## src/rtl/cnt_pkg.sv

```systemverilog
// Shared definitions for the cascadable up-counter: slice geometry, the
// priority-decoded operation encoding and the terminal-count compare.
package cnt_pkg;

    // Every counter is built from slices of this many bits.
    localparam int SLICE_W = 4;

    // Widest counter the terminal-count helper can compare.
    localparam int TERM_CMP_W = 64;

    // One operation per clock edge, already resolved by priority.
    typedef enum logic [2:0] {
        OP_RST,
        OP_CLR,
        OP_LOAD,
        OP_INC,
        OP_HOLD
    } op_e;

    // True when the current count sits on the terminal value. Callers
    // zero-extend both operands to TERM_CMP_W bits.
    function automatic logic terminal_hit(
        input logic [TERM_CMP_W-1:0] cnt,
        input logic [TERM_CMP_W-1:0] term
    );
        return (cnt == term);
    endfunction

    // Resolve the control inputs into a single operation, highest
    // priority first: reset, clear, load, increment, hold.
    function automatic op_e decode_op(
        input logic rst,
        input logic clr,
        input logic load,
        input logic inc_en
    );
        if (rst) begin
            return OP_RST;
        end else if (clr) begin
            return OP_CLR;
        end else if (load) begin
            return OP_LOAD;
        end else if (inc_en) begin
            return OP_INC;
        end
        return OP_HOLD;
    endfunction

endpackage : cnt_pkg

```

## src/rtl/cnt_slice4.sv

```systemverilog
// One 4-bit slice of the up-counter. It applies the operation chosen by the
// top level; on OP_INC it only advances when its carry input is set, i.e.
// when every lower slice is at its maximum. The carry output is purely
// combinational so the chain resolves within one cycle.
module cnt_slice4
    import cnt_pkg::*;
(
    input  logic               clk,
    input  logic               rst,
    input  logic [SLICE_W-1:0] load_data,
    input  op_e                op,
    input  logic               carry_in,
    output logic [SLICE_W-1:0] value,
    output logic               carry_out
);

    logic [SLICE_W-1:0] value_d;
    logic [SLICE_W-1:0] value_q;

    // Next slice value from the resolved operation.
    always_comb begin
        // NOTE: default assignment first so no path leaves value_d unassigned (no latch).
        value_d = value_q;
        case (op)
            OP_RST,
            OP_CLR:  value_d = '0;
            OP_LOAD: value_d = load_data;
            OP_INC: begin
                if (carry_in) begin
                    value_d = value_q + SLICE_W'(1);
                end
            end
            OP_HOLD: value_d = value_q;
            default: value_d = value_q;
        endcase
    end

    // Slice state register with synchronous reset.
    always_ff @(posedge clk) begin
        // NOTE: non-blocking assignments keep every slice sampling pre-edge values.
        if (rst) begin
            value_q <= '0;
        end else begin
            value_q <= value_d;
        end
    end

    assign value     = value_q;
    assign carry_out = carry_in & (value_q == '1);

endmodule : cnt_slice4

```

## src/rtl/sync_up_counter_casc.sv

```systemverilog
// Cascadable synchronous loadable binary up-counter. The count is held in
// WIDTH/4 chained slices; this level resolves control priority, overrides
// the slices back to zero when the terminal count is incremented, and
// produces the ripple carry out (rco) and the registered wrap pulse.
//
// Limits: WIDTH is a multiple of 4 between 4 and 64; 0 < TERM. Binary
// cascading of several instances via rco -> ent only works with
// TERM = 2**WIDTH-1.
module sync_up_counter_casc
    import cnt_pkg::*;
#(
    parameter int unsigned      WIDTH = 8,
    parameter logic [WIDTH-1:0] TERM  = {WIDTH{1'b1}}
) (
    input  logic             clk,
    input  logic             rst,
    input  logic             clr,
    input  logic             load,
    input  logic [WIDTH-1:0] load_val,
    input  logic             enp,
    input  logic             ent,
    output logic [WIDTH-1:0] cnt,
    output logic             rco,
    output logic             wrap
);

    localparam int unsigned NUM_SLICES = WIDTH / SLICE_W;

    // With a full-range terminal count the carry out of the whole chain is
    // already the "increment at terminal" condition, so no separate compare
    // is needed on that path.
    localparam logic TERM_IS_MAX = (TERM == {WIDTH{1'b1}});

    // Elaboration-time parameter sanity.
    if ((WIDTH % SLICE_W) != 0 || WIDTH < SLICE_W || WIDTH > TERM_CMP_W) begin : g_bad_width
        $error("sync_up_counter_casc: WIDTH must be a multiple of 4 in 4..64");
    end
    if (TERM == '0) begin : g_bad_term
        $error("sync_up_counter_casc: TERM must be non-zero");
    end

    op_e                 op;
    op_e                 slice_op;
    logic                inc_en;
    logic                term_hit;
    logic                wrap_hit;
    logic                wrap_d;
    logic                wrap_q;
    logic [WIDTH-1:0]    cnt_q;
    logic [NUM_SLICES:0] carry;

    assign inc_en   = enp & ent;
    assign term_hit = terminal_hit(TERM_CMP_W'(cnt_q), TERM_CMP_W'(TERM));

    // Priority decode of the control inputs into one operation.
    always_comb begin
        op = decode_op(rst, clr, load, inc_en);
    end

    // Terminal-count handling: an increment at TERM clears every slice and
    // arms the wrap pulse; all other operations pass straight through.
    always_comb begin
        wrap_hit = TERM_IS_MAX ? carry[NUM_SLICES] : (inc_en & term_hit);
        wrap_d   = (op == OP_INC) && wrap_hit;
        slice_op = wrap_d ? OP_CLR : op;
    end

    // Carry chain seed: slice 0 advances on every qualified increment.
    assign carry[0] = inc_en;

    for (genvar g = 0; g < NUM_SLICES; g++) begin : g_slice
        cnt_slice4 u_slice (
            .clk       (clk),
            .rst       (rst),
            .load_data (load_val[g*SLICE_W +: SLICE_W]),
            .op        (slice_op),
            .carry_in  (carry[g]),
            .value     (cnt_q[g*SLICE_W +: SLICE_W]),
            .carry_out (carry[g+1])
        );
    end

    // Wrap pulse register: high for exactly the cycle after TERM -> 0.
    always_ff @(posedge clk) begin
        if (rst) begin
            wrap_q <= 1'b0;
        end else begin
            wrap_q <= wrap_d;
        end
    end

    assign cnt  = cnt_q;
    assign wrap = wrap_q;
    assign rco  = ent & term_hit;

endmodule : sync_up_counter_casc

```

## config.mk

```make
export PLATFORM = sky130hd
export DESIGN_NAME = sync_up_counter_casc
export DESIGN_NICKNAME = d
export VERILOG_FILES = /design/src/rtl/cnt_pkg.sv /design/src/rtl/cnt_slice4.sv /design/src/rtl/sync_up_counter_casc.sv
export SDC_FILE = /design/constraint.sdc
export NUM_CORES = 1
export LEC_CHECK = 0
export ABC_AREA = 1
export ABC_CLOCK_PERIOD_IN_PS = 2900
export CAP_MARGIN = 20
export CORE_MARGIN = 4
export CORE_UTILIZATION = 40
export CTS_CLUSTER_SIZE = 25
export DETAILED_ROUTE_END_ITERATION = 7
export PLACE_DENSITY = 0.75
export RECOVER_POWER = 50
export SLEW_MARGIN = 25
export SYNTH_ARGS = -nofsm -noshare
export SYNTH_HDL_FRONTEND = slang
export SYNTH_SLANG_ARGS = --single-unit
```

## constraint.sdc

```tcl
create_clock -name clk -period 2.9 [get_ports clk]
set_input_delay 0.435 -clock clk [delete_from_list [all_inputs] [get_ports clk]]
set_output_delay 0.435 -clock clk [all_outputs]
set_load 0.02 [all_outputs]
```

==> run_results.csv <==
group,metric,value,unit
timing,setup_viol,0,
clocking,clock_latency,0.25,ns
timing,maxSlewHeadroom,0.7916,
cells_and_area,nets,136,
routing,wl_per_cell,9.754,um
timing,worst_pin_slew,0.3127,ns
die,initial_utilization,0.4414,
synthesis,synthDistinctLibCells,17,
cells_and_area,antennaDiodeCount,0,
routing,firstDrtPassIters,4,
routing,drtIter0Drc,24,
routing,route.detailed.drc,0,
synthesis,synth-warning-count,0,
flow_run,drv_cap,0,
placed_design,dp_slack,0.5594,ns
setup_path,cp.arrival,2.05,ns
routing,wl,1307,um
setup_path,crit_fanout,7,
pwr,p_leak,0.3881,nW
timing,timing.final.ws_setup,0.4159,ns
clocking,cts_root_buf,"clkbuf_4",
synthesis,synth_area_leaders,"dfxtp_1, nand2_1, nand3_1",
timing,period_needed,2.484,ns
grt,grt_pass1_wl,2132,um
die,rows,13,
synthesis,synthCells,92,
routing,via_count,618,
placed_design,io_buffers,23,
worst_hold_path,holdCritPathClass,"reg2reg",
placed_design,place_area,852.1,um^2
placed_design,hpwl,1107,um
cells_and_area,final_cells,134,
setup_path,cp-end-kind,"primary output",
grt,grt_pass1_vias,537,
synthesis,synth_seq_cells,9,
timing,rsz0062_at_grt,"no",
grt,grt_max_degree,8,
clocking,holdBufCountCts,0,
pwr,power_density,333.8,nW/um^2
routing,antenna_left,0,
synthesis,yosysTopAreaCellShare,0.2988,
cells_and_area,final_layout_size_suffix_gt1_frac,0.1008,
die,pin_count,24,
setup_path,cp-start-kind,"input pin",
pwr,ir_drop,0.1985,mV
outcome,status,"completed",
timing,finalSetupTns,0,ns
placed_design,dpl.cell_count,130,
cells_and_area,design_area,859.6,um^2
setup_path,required,2.47,ns
die,chipWidth,46.83,um
timing,worst_clock_skew,0.003063,ns
timing,hold_viol,0,
routing,vias_per_cell,4.612,
grt,antenna_found_initial,0,
clocking,path_clk_slew,0.06,ns
timing,fmax,402.6,MHz
synthesis,avgSynthCellArea,6.555,um^2
setup_path,setup.worst_path.class,"in2out",
pwr,power,0.2869,mW
grt,grtUsageTotal,0.1348,
clocking,cts_resized,0,
clocking,clk_path_buf_depth,2,
clocking,cts.sinks,9,
clocking,htreeDepth,1,
synthesis,syn_area,603.1,um^2
timing,hold_slack,0.5418,ns
cells_and_area,fin_util,0.6291,
timing,period_share,0.8566,
synthesis,synth_top_cell_by_area,"dfxtp_1",
synthesis,yosysSeqAreaShare,0.2988,
clocking,cts_setup_buffers,0,
die,core-area,1366,um^2
placed_design,gp_congestion,0.7874,
die,die_h,46.83,um
clocking,cts_made_buffers,3,
clocking,cts_tree,"built",
synthesis,synth_nets,108,
cells_and_area,syn2layout_area_growth,42.53,%
die,die-area,2193,um^2
timing,final_max_slew_viol_count,0,
grt,grt.overflow.total,0,
==> cell families (layout without fill, tap and decap cells) <==
logic type / after synthesis / count (layout) / share of synthesized area
AND/OR/NAND/NOR: 58 / 58 / 0.4564
adder cells (fa/ha/maj): 2 / 2 / 0.04149
flip-flops: 9 / 9 / 0.2988
XOR/XNOR: 3 / 3 / 0.04358
buffers and inverters: 15 / 42 / 0.09335
AO/OA/AOI/OAI: 5 / 5 / 0.06638
==> final timing paths <==
check	startpoint	end	slack (ns)	depth (start not counted)
worst max-delay path	ent	rco	0.42	6
worst min-delay path	g_slice[0].u_slice.value[1]	g_slice[0].u_slice.value[1]	0.54	2
worst max register to register	g_slice[0].u_slice.value[0]	g_slice[0].u_slice.value[0]	1.40	8
worst min register to register	g_slice[0].u_slice.value[1]	g_slice[0].u_slice.value[1]	0.54	2
==> cells in the mapped netlist <==
cell and n:
a21oi_1 1, a21oi_2 4, dfxtp_1 9, ha_1 2, inv_1 14, inv_2 1, nand2_1 22, nand2_2 4
nand2_4 1, nand3_1 15, nand4_1 1, nor2_1 11, nor2_2 1, nor2_4 2, nor3_1 1, xnor2_1 1
xor2_1 2
==> metal layers <==
layer  wire, um  track usage  vias up
met2        576       0.2141       23
met3         93      0.01149        2
met1        617       0.1818      252
met5          0            0        -
met4         20      0.06630        0
li1           -            -      341
==> report_power, final <==
part           internal [mW]  total, mW  switching (mW)
Clock                 0.0530     0.0964          0.0434
Sequential             0.128      0.134         0.00577
Combinational         0.0311     0.0567          0.0256
Total                  0.212      0.287          0.0747
==> state kept, by name, summed over array words and instances, names as in the netlist <==
signal                 flops
g_slice.u_slice.value      8
wrap                       1
==> final cells by class <==
type	instances	area (um^2)
fillers	134	506.7
clock buffers	4	26.28
flip-flops and latches	9	180.2
inverters	15	56.30
multi-input cells	68	347.8
repair buffers	23	230.2
well taps	15	18.77
==> worst max-delay path: stages <==
cell and delay (ns):
clkdlybuf4s50_1 0.49, nand2_1 0.07, nor2_1 0.18, nand2_1 0.19, inv_1 0.08, clkdlybuf4s50_1 0.59
==> placed cells by master (no fill, tap or decap) <==
master and instances:
xnor2_1 1, a21oi_1 2, nand2_1 23, nand2_2 4, nor2_2 1, clkbuf_4 3
nand4_1 1, xor2_1 2, a21oi_2 3, dfxtp_1 9, nand3_1 15, clkbuf_1 1
nor2_1 12, nor2_4 1, nor3_1 1, ha_1 2, clkdlybuf4s50_1 23, inv_1 15
Note: power is estimated with default switching activity, not from simulation.
